### src/rtl/fifo_reader.sv
// fifo_reader: read-side controller for the synchronous FIFO.
// On start it reads a burst of burst_len words from the FIFO and presents them
// on a valid/ready stream. A 2-entry skid buffer absorbs the FIFO's one-cycle
// read latency so back-pressure never drops or duplicates a word.
// Optional feature macro: FIFO_READER_COUNT_EN adds the rd_count output.
//
// Ports:
//   clk, reset      - clock, synchronous active-low reset
//   start,burst_len - burst request and length (sampled in IDLE only)
//   busy, done      - burst active / one-cycle completion pulse
//   fifo_empty      - FIFO empty flag
//   fifo_rd_en      - FIFO read strobe (combinational)
//   fifo_data       - FIFO read data, valid the cycle after a read
//   m_valid,m_ready - output stream handshake
//   m_data          - output stream data (head of skid buffer)
//   rd_count        - words delivered since reset (FIFO_READER_COUNT_EN only)
module fifo_reader #(
    parameter int unsigned DATA_WIDTH = 8,
    parameter int unsigned LEN_WIDTH  = 4
) (
    input  logic                  clk,
    input  logic                  reset,
    input  logic                  start,
    input  logic [LEN_WIDTH-1:0]  burst_len,
    output logic                  busy,
    output logic                  done,
    input  logic                  fifo_empty,
    output logic                  fifo_rd_en,
    input  logic [DATA_WIDTH-1:0] fifo_data,
    output logic                  m_valid,
    input  logic                  m_ready,
    output logic [DATA_WIDTH-1:0] m_data
`ifdef FIFO_READER_COUNT_EN
    ,
    output logic [15:0]           rd_count
`endif
);

    localparam int unsigned OCC_WIDTH = 2;
    localparam int unsigned SUM_WIDTH = OCC_WIDTH + 1;
    localparam int unsigned CNT_WIDTH = 16;

    typedef enum logic [1:0] {
        IDLE  = 2'd0,
        RUN   = 2'd1,
        DRAIN = 2'd2
    } state_t;

    state_t                 state, state_n;
    logic [LEN_WIDTH-1:0]   remaining, remaining_n;
    logic [OCC_WIDTH-1:0]   occ, occ_n;
    logic                   inflight;
    logic [DATA_WIDTH-1:0]  skid1, skid1_n;
    logic [DATA_WIDTH-1:0]  m_data_n;
    logic                   busy_n, done_n, m_valid_n;
    logic                   pop;

    // State and datapath registers; m_data doubles as skid slot 0 (the head).
    always_ff @(posedge clk) begin
        if (!reset) begin
            state     <= IDLE;
            remaining <= '0;
            occ       <= '0;
            inflight  <= 1'b0;
            skid1     <= '0;
            m_data    <= '0;
            m_valid   <= 1'b0;
            busy      <= 1'b0;
            done      <= 1'b0;
        end else begin
            state     <= state_n;
            remaining <= remaining_n;
            occ       <= occ_n;
            inflight  <= fifo_rd_en;
            skid1     <= skid1_n;
            m_data    <= m_data_n;
            m_valid   <= m_valid_n;
            busy      <= busy_n;
            done      <= done_n;
        end
    end

    // Read issue, skid buffer update and next-state logic.
    always_comb begin
        pop         = m_valid && m_ready;
        fifo_rd_en  = 1'b0;
        state_n     = state;
        remaining_n = remaining;
        occ_n       = occ;
        skid1_n     = skid1;
        m_data_n    = m_data;
        done_n      = 1'b0;

        // A read may be issued into a full slot only if a pop frees one this cycle.
        fifo_rd_en = (state == RUN) && !fifo_empty && (remaining != '0) &&
                     (((SUM_WIDTH'(occ) + SUM_WIDTH'(inflight)) < SUM_WIDTH'(2)) || pop);

        if (fifo_rd_en) begin
            remaining_n = remaining - LEN_WIDTH'(1);
        end

        case ({inflight, pop})
            2'b10: begin
                if (occ == '0) m_data_n = fifo_data;
                else           skid1_n  = fifo_data;
                occ_n = occ + OCC_WIDTH'(1);
            end
            2'b01: begin
                if (occ == OCC_WIDTH'(2)) m_data_n = skid1;
                occ_n = occ - OCC_WIDTH'(1);
            end
            2'b11: begin
                if (occ == OCC_WIDTH'(2)) begin
                    m_data_n = skid1;
                    skid1_n  = fifo_data;
                end else begin
                    m_data_n = fifo_data;
                end
            end
            default: ;
        endcase

        case (state)
            IDLE: begin
                if (start && (burst_len != '0)) begin
                    state_n     = RUN;
                    remaining_n = burst_len;
                end
            end
            RUN: begin
                if (fifo_rd_en && (remaining == LEN_WIDTH'(1))) state_n = DRAIN;
            end
            DRAIN: begin
                // Leave once the buffer will be empty with nothing in flight,
                // so done and the fall of busy appear together.
                if ((occ_n == '0) && !fifo_rd_en) begin
                    state_n = IDLE;
                    done_n  = 1'b1;
                end
            end
            default: state_n = IDLE;
        endcase

        busy_n    = (state_n != IDLE);
        m_valid_n = (occ_n != '0);
    end

`ifdef FIFO_READER_COUNT_EN
    // Saturating count of delivered words; cleared only by reset.
    always_ff @(posedge clk) begin
        if (!reset) begin
            rd_count <= '0;
        end else if (pop && (rd_count != {CNT_WIDTH{1'b1}})) begin
            rd_count <= rd_count + CNT_WIDTH'(1);
        end
    end
`endif

endmodule

### config.mk
export PLATFORM = sky130hd
export DESIGN_NAME = fifo_reader
export DESIGN_NICKNAME = d
export VERILOG_FILES = /design/src/rtl/fifo_reader.sv
export SDC_FILE = /design/constraint.sdc
export NUM_CORES = 1
export LEC_CHECK = 0
export BUFFER_PORTS_ARGS = -buffer_cell sky130_fd_sc_hd__buf_2
export CORE_UTILIZATION = 45
export DETAILED_ROUTE_END_ITERATION = 10
export PLACE_DENSITY = 0.79
export SYNTH_ARGS = -nofsm -noshare
export SYNTH_HDL_FRONTEND = slang
export SYNTH_SLANG_ARGS = --single-unit
### constraint.sdc
create_clock -name clk -period 1.83 [get_ports clk]
set_input_delay 0.183 -clock clk [delete_from_list [all_inputs] [get_ports clk]]
set_output_delay 0.183 -clock clk [all_outputs]
set_load 0.02 [all_outputs]
Word-level counts from Yosys, hierarchy flattened
Index checks and enable logic that the tools add are counted.
{"block": "op_classes", "eq_ne": 11, "n_lt_le_gt_ge": 1, "mux": 16, "reduce_logical": 22, "add_sub_neg": 4}
{"operator": "8-bit two-way mux", "count": 5}
{"operator": "8-bit case mux with 3 select lines", "count": 1}
{"operator": "8-bit case mux with 2 select lines", "count": 1}
{"operator": "4-bit two-way mux", "count": 3}
{"operator": "2-bit == test, second input constant", "count": 4}
{"operator": "2-bit inequality test, second input constant", "count": 4}
{"operator": "4-bit nonzero test", "count": 2}
{"operator": "1-bit logical AND", "count": 7}
{"operator": "2-bit logical NOT", "count": 3}
{"operator": "2-bit two-way mux", "count": 3}
{"operator": "2-bit case mux with 3 select lines", "count": 1}
{"operator": "3-bit AND reduction", "count": 2}
{"operator": "2-bit nonzero test", "count": 3}
{"operator": "2-bit by 1-bit == test with 1-bit output, second input constant", "count": 2}
{"operator": "4-bit by 1-bit == test with 1-bit output, second input constant", "count": 1}
{"operator": "2-bit case mux with 2 select lines", "count": 1}
{"operator": "4-bit by 1-bit subtractor with 4-bit output, second input constant", "count": 1}
{"operator": "2-bit by 1-bit adder with 3-bit output", "count": 1}
{"operator": "3-bit by 2-bit less-than comparator with 1-bit output, second input constant", "count": 1}
{"operator": "3-bit nonzero test", "count": 1}
{"operator": "2-bit by 1-bit adder with 2-bit output, second input constant", "count": 1}
{"operator": "1-bit logical NOT", "count": 2}
{"operator": "2-bit AND reduction", "count": 1}
{"operator": "2-bit by 1-bit subtractor with 2-bit output, second input constant", "count": 1}
{"operator": "2 further kinds", "count": 2}
{"block": "word_totals", "ff_bits": 28, "input_bits": 17, "word_cells": 63}

Depth between registers and ports, before layout
Gate-level depths: netlist of the first run.
{"block": "depth", "depth_word": 9, "ltp_mapped": 6, "depth_no_buf": 6}

Worst setup path after synthesis of the first run
Ideal clock, no wire load.
{"block": "synth_timing", "kind": "register to register", "startpoint": "register remaining[0]", "endpoint": "register remaining[1]", "arrival_time_ns": 1.727, "setup_time_ns": 0.075, "t_required_ns": 1.755, "stages_incl_launch_ff": 7, "path_slack_ns": 0.028, "synth_period_minus_slack_ns": 1.802, "cell_sequence": "dfxtp_1 inv_1 ha_1 nor3b_4 a211oi_4 mux2_1 o22ai_1"}
{"block": "synth_between", "elab_chain_len": 6}
{"element": "start, declared", "line_no": "50", "source": "logic [LEN_WIDTH-1:0] remaining, remaining_n;"}
{"element": "start signal, assigned", "line_no": "72", "source": "remaining <= remaining_n;"}
{"element": "4-bit nonzero test *", "line_no": "95", "source": "fifo_rd_en = (state == RUN) && !fifo_empty && (remaining != '0) &&"}
{"element": "1-bit logical AND * (2 in a row)", "line_no": "95"}
{"element": "via fifo_rd_en", "line_no": "28", "source": "output logic fifo_rd_en,"}
{"element": "4-bit two-way mux *", "line_no": "98", "source": "if (fifo_rd_en) begin"}
{"element": "4-bit two-way mux", "line_no": "125", "source": "if (start && (burst_len != '0)) begin"}
{"element": "4-bit two-way mux *", "line_no": "123", "source": "case (state)"}
Mark *: on every way through the listed nets, which the timed path passes. The rest lies on a longest branch.
A chain may end at the register's enable or synchronous reset.

Final worst setup path of the first run
{"block": "layout_timing", "startpoint": "register remaining[1]", "endpoint": "output fifo_rd_en"}
{"block": "layout_between", "elab_chain_len": 3}
{"element": "4-bit nonzero test", "line_no": "95"}
{"element": "1-bit logical AND (2 in a row)", "line_no": "95"}
{"element": "end, declared", "line_no": "28"}
Every way passes these cells.

==> results.py, run 1 <==
metrics = {
    "logic_synthesis": {
        "yosysTopAreaCell": "dfxtp_1",
        "async_reset_ff_share_pct": 0,
        "synth.area.top_cells": "dfxtp_1 (41%), mux2i_1 (13%), a211oi_1 (4.4%)",
        "synth-edff-count": 0,
        "yosysTopAreaCellShare_pct": 40.8,
        "syn_area_per_cell_um2": 9.75,
        "synth_area_um2": 1380,
        "synth_fp_nets": 160,
        "yosysWarnings": 0,
        "syn_inst": 141,
        "ys_types": 39,
        "synth-seq-area-share_pct": 40.8,
        "synth_ff_type": "dfxtp_1",
        "synth_seq_cells": 28,
        "synthTopCellsByCount": "dfxtp_1 (28), mux2i_1 (18), nor2_1 (13)",
        "yosysMostFrequentCell": "dfxtp_1",
    },
    "floorplan": {
        "core_um2": 2830,
        "dieWidth_um": 57.3,
        "rows": 19,
        "pin_count": 29,
        "die_y_um": 57.3,
        "start_util_pct": 48.6,
        "die-area_um2": 3280,
    },
    "grt": {
        "first_global_vias": 1134,
        "track_usage_pct": 19.6,
        "grt_overflow_total": 0,
        "grt_max_degree": 24,
        "antenna_found_initial": 0,
        "grt_pass1_wl_um": 4970,
    },
    "finish": {
        "fin_area_um2": 1670,
        "drive_gt1_share_pct": 36.0,
        "nFillCells": 262,
        "syn_to_final_growth_pct": 21.7,
        "final_core_util_pct": 59.1,
        "n_antenna_cell": 0,
        "fin_nets": 198,
    },
    "drt": {
        "vias": 1181,
        "wire_per_inst_um": 14.7,
        "drtAntennaViolNets": 0,
        "wl_um": 3060,
        "vias_per_cell": 5.65,
        "drt_iter0_markers": 36,
        "drt-pass1-iter-count": 7,
        "drcViolationCount": 2,
    },
    "timing": {
        "setup_violations": 0,
        "fin_skew_ns": 0.00794,
        "setup_tns_ns": 0,
        "final.period_utilization_pct": 96.6,
        "period_minus_slack_ns": 1.77,
        "rsz0062_at_grt": "yes",
        "hold_violations": 0,
        "slew_headroom_pct": 53.5,
        "worst_slew_pin_slew_ns": 0.697,
        "maxSlewViolCount": 0,
        "max_freq_mhz": 566,
    },
    "power_and_ir_drop": {
        "power.density_nw_per_um2": 928,
        "ir_worst_vdd_mv": 0.537,
        "finalPower_uw": 1550,
        "p_leak_uw": 0.000792,
    },
    "placed_design": {
        "place_hpwl_um": 2210,
        "placed_cell_area_um2": 1530,
        "port_buffers": 28,
        "gp_congestion": 0.882,
    },
    "cts": {
        "cts_buffers": 3,
        "clockRootBuffer": "clkbuf_4",
        "clk_pin_slew_worst_paths_ns": 0.15,
        "h-tree-depth": 1,
        "cts_tree": "yes",
        "cts.sinks": 28,
        "cts_buffer_depth": 2,
        "clock_latency_ns": 0.32,
    },
    "status": {
        "status": "finished, violations left",
        "violations": "DRC",
    },
    "critical_path": {
        "cp-start-kind": "flip-flop",
        "crit_fanout": 3,
        "end_kind": "primary output",
        "crit_arrival_ns": 1.58,
        "timing_worst_setup_path_type": "reg2out",
        "required_ns": 1.65,
    },
    "worst_hold_path": {
        "hp-class": "in2reg",
    },
    "flow_run": {
        "cap_violations": 0,
    },
}
==> power by group <==
part | total (uW) | switching (uW) | internal [uW] | leakage (uW)
registers | 755 | 82.5 | 673 | 0.000230
logic | 499 | 259 | 240 | 0.000541
clock network | 298 | 177 | 122 | 0.0000210
total | 1550 | 518 | 1030 | 0.000792
==> stage by stage <==
stage          instances  hold slack, ns  setup slack [ns]
5_1_grt              209          0.0926           -0.0257
3_3_place_gp         195           0.429             0.171
2_1_floorplan        141           0.319            0.0282
6_report             209          0.0947            0.0625
3_5_place_dp         195           0.443            0.0435
4_1_cts              205          0.0854           0.00605
==> worst paths after layout <==
kind                                   start           end  slack, ns  cells after the start
worst max-delay path            remaining[1]    fifo_rd_en       0.06                      6
worst min-delay path            fifo_data[1]      skid1[1]       0.09                      3
worst max register to register  remaining[1]  remaining[3]       0.08                      7
worst min register to register      skid1[1]      skid1[1]       0.52                      2
==> cells by family (layout without fill, tap and decap cells) <==
kind of cell / count (synthesis) / after routing / share of synthesized area [%]
compound gates: 28 / 28 / 16.8
xor+xnor: 4 / 4 / 2.55
fa+ha+maj: 2 / 2 / 1.82
buf+inv: 13 / 50 / 4.73
flops: 28 / 28 / 40.8
mux: 19 / 19 / 13.9
simple gates: 47 / 47 / 19.4
==> routing by layer <==
layer	share of wire (%)	wire [um]	global-route usage [%]	vias to the layer above
li1	-	-	-	588
met1	44	1360	24.6	559
met2	51	1570	33.9	28
met3	3.1	94	2.04	6
met4	1.5	45	9.06	0
met5	0	0	0	-
==> final cells by class <==
type / instances / area, um^2 / share of cell area [%]
multi-input cells: 100 / 762 / 45.5
flip-flops and latches: 28 / 569 / 34.0
well taps: 31 / 38.8 / 2.32
clock buffers: 4 / 36.3 / 2.17
repair buffers: 42 / 251 / 15.0
inverters: 4 / 15.0 / 0.898
==> registers in the layout, indices dropped and copies added, names as in the netlist <==
register and cells:
busy 1, done 1, inflight 1, m_data 8
m_valid 1, occ 2, remaining 4, skid1 8
state 2
==> cell usage in the layout, fill, tap and decap left out, types with 2 or more instances in the layout <==
cell type and n:
nand3_1 3, and3_1 2, nand3b_1 4, nor2_1 13, nand2b_1 2, nand2_1 4
clkbuf_4 3, a21bo_2 2, inv_1 2, dfxtp_2 4, buf_4 14, inv_2 2
buf_2 27, dfxtp_1 23, a21oi_1 4, o2111ai_1 3, mux2i_1 18, a211oi_1 8
a21o_1 2, nor3_1 9, xnor2_1 4, nand4_1 3
==> critical path, stage by stage, from the launching register on <==
cell      delay [ns]
dfxtp_2         0.38
inv_2           0.06
ha_4            0.16
nor3b_4         0.16
a211oi_4        0.23
buf_4           0.16
buf_6           0.11
==> repair_timing <==
item	in CTS	in global routing
cloned	0	0
setup buffers	6	4
hold buffers	0	0
endpoints found under the setup margin	1	4
resized for setup	7	5
pin swaps	1	2
No activity file was read; power rests on OpenSTA's default activity.
==> run 2: changes to the inputs <==
CORE_ASPECT_RATIO = 1.4   (was not set)
==> results.py, run 2 (same netlist as run 1, synthesis figures left out) <==
metrics = {
    "finish": {
        "multi_input_area_um2": 762,
        "fin_nets": 186,
        "most-common-layout-cells": "buf_2 (27), dfxtp_1 (25), mux2i_1 (18), nor2_1 (13), nor3_1 (9)",
        "n_antenna_cell": 0,
        "final_common_cell": "buf_2",
        "drive_gt1_share_pct": 28.9,
        "reg_top3": "m_data x8, skid1 x8, remaining x4",
        "regArea_um2": 567,
        "syn_to_final_growth_pct": 16.6,
        "nFillCells": 276,
    },
    "grt": {
        "grt_max_degree": 24,
        "grt_pass1_wl_um": 4580,
        "first_global_vias": 1099,
        "antenna_found_initial": 0,
        "grt_overflow_total": 0,
        "track_usage_pct": 17.7,
    },
    "timing": {
        "worst_slew_pin_slew_ns": 0.715,
        "slew_headroom_pct": 52.3,
        "fin_skew_ns": 0.00170,
        "rsz0062_at_grt": "no",
        "setup_violations": 0,
        "period_minus_slack_ns": 1.77,
        "maxSlewViolCount": 0,
        "hold_violations": 0,
        "max_freq_mhz": 566,
        "final.period_utilization_pct": 96.5,
        "setup_tns_ns": 0,
    },
    "critical_path": {
        "crit_fanout": 4,
        "crit_arrival_ns": 1.58,
        "cpMaxStageDelayCell": "or3b_4",
        "crit_top_cell": "buf_4",
        "crit_buf_inv": 2,
        "end_kind": "primary output",
        "required_ns": 1.65,
        "cp-start-kind": "flip-flop",
        "crit_path_cell_trace": "or3b_4 > a211oi_4 > buf_4 > buf_4",
        "worst_path_largest_cell_delay_ns": 0.44,
        "r2r_slack_ns": 0.10,
        "cpLargestDelayFamily": "simple AND/OR/NAND/NOR gates",
        "timing_worst_setup_path_type": "reg2out",
    },
    "floorplan": {
        "start_util_pct": 47.8,
        "rows": 23,
        "die-area_um2": 3280,
        "pin_count": 29,
        "core_um2": 2880,
        "die_y_um": 67.4,
        "dieWidth_um": 48.7,
    },
    "cts": {
        "cts_buffers": 3,
        "cts_hold_buf": 0,
        "cts_tree": "yes",
        "h-tree-depth": 1,
        "cts.sinks": 28,
        "clk_pin_slew_worst_paths_ns": 0.09,
        "cts_buffer_depth": 2,
        "clock_latency_ns": 0.28,
        "clockRootBuffer": "clkbuf_8",
    },
    "placed_design": {
        "place_hpwl_um": 2020,
        "gp_congestion": 0.885,
        "port_buffers": 28,
    },
    "worst_hold_path": {
        "hp-class": "in2reg",
    },
    "power_and_ir_drop": {
        "finalPower_uw": 1580,
        "ir_worst_vdd_mv": 0.695,
        "power.density_nw_per_um2": 988,
        "p_leak_uw": 0.000738,
    },
    "flow_run": {
        "cap_violations": 0,
    },
    "drt": {
        "wl_um": 2750,
        "vias_per_cell": 5.51,
        "wire_per_inst_um": 13.5,
        "vias": 1118,
        "drcViolationCount": 0,
        "drt-pass1-iter-count": 4,
        "drt_iter0_markers": 28,
        "drtAntennaViolNets": 0,
    },
    "status": {
        "status": "complete, no violations",
    },
}
## run 2: cell count changes in the layout (fill, tap and decap cells not counted)
cell,previous run,this run
buf_4,14,3
buf_6,1,0
clkbuf_4,3,0
clkbuf_8,1,4
dfxtp_1,23,25
dfxtp_2,4,2
inv_1,2,4
inv_2,2,0
## run 2: final timing paths
path	cells after the start	startpoint	to
worst max-delay path	4	state[1]	fifo_rd_en
worst min-delay path	3	fifo_data[3]	skid1[3]
worst max register to register	5	state[1]	remaining[1]
worst min register to register	2	skid1[7]	skid1[7]
## run 2: metal layers
layer | track usage [%] | share of wire (%) | vias up
li1 | - | - | 563
met1 | 18.7 | 42 | 525
met2 | 36.1 | 53 | 26
met3 | 2.03 | 3.2 | 4
met4 | 5.88 | 1.7 | 0
met5 | 0 | 0 | -
## run 2: cell type report
type,count,share of cell area (%)
Multi-Input combinational cell,100,47.5
Sequential cell,28,35.4
Inverter,4,0.937
Clock buffer,4,3.43
Timing Repair Buffer,30,9.84
Tap cell,37,2.89
## run 2: power breakdown
part	internal [uW]	total, uW	switching [uW]
clock	193	386	193
sequential	670	748	78.9
combinational	205	449	244
## run 2: worst register-to-register path, cell delays in order (launching register included)
cell,delay (ns)
dfxtp_1,0.34
or3b_4,0.44
a211oi_4,0.24
buf_4,0.16
mux2_1,0.32
o22ai_1,0.17
## run 2: per-stage QoR
stage | setup slack [ns] | cell area (um^2) | hold WS (ns) | utilization, % | cells
after floorplan | 0.0282 | 1380 | 0.319 | - | 141
after global placement | 0.155 | 1520 | 0.433 | 52.8 | 198
after detailed placement | 0.0682 | 1520 | 0.441 | 52.8 | 198
after CTS | 0.0235 | 1580 | 0.152 | 55.0 | 203
after global routing | 0.00502 | 1600 | 0.179 | 55.7 | 203
final | 0.0640 | 1600 | 0.148 | 55.7 | 203
## run 2: what timing repair did
action / in CTS / in global routing
endpoints found under the setup margin: 1 / 5
pin swaps: 1 / 0
buffers inserted: 1 / 0
gates resized for setup: 1 / 6
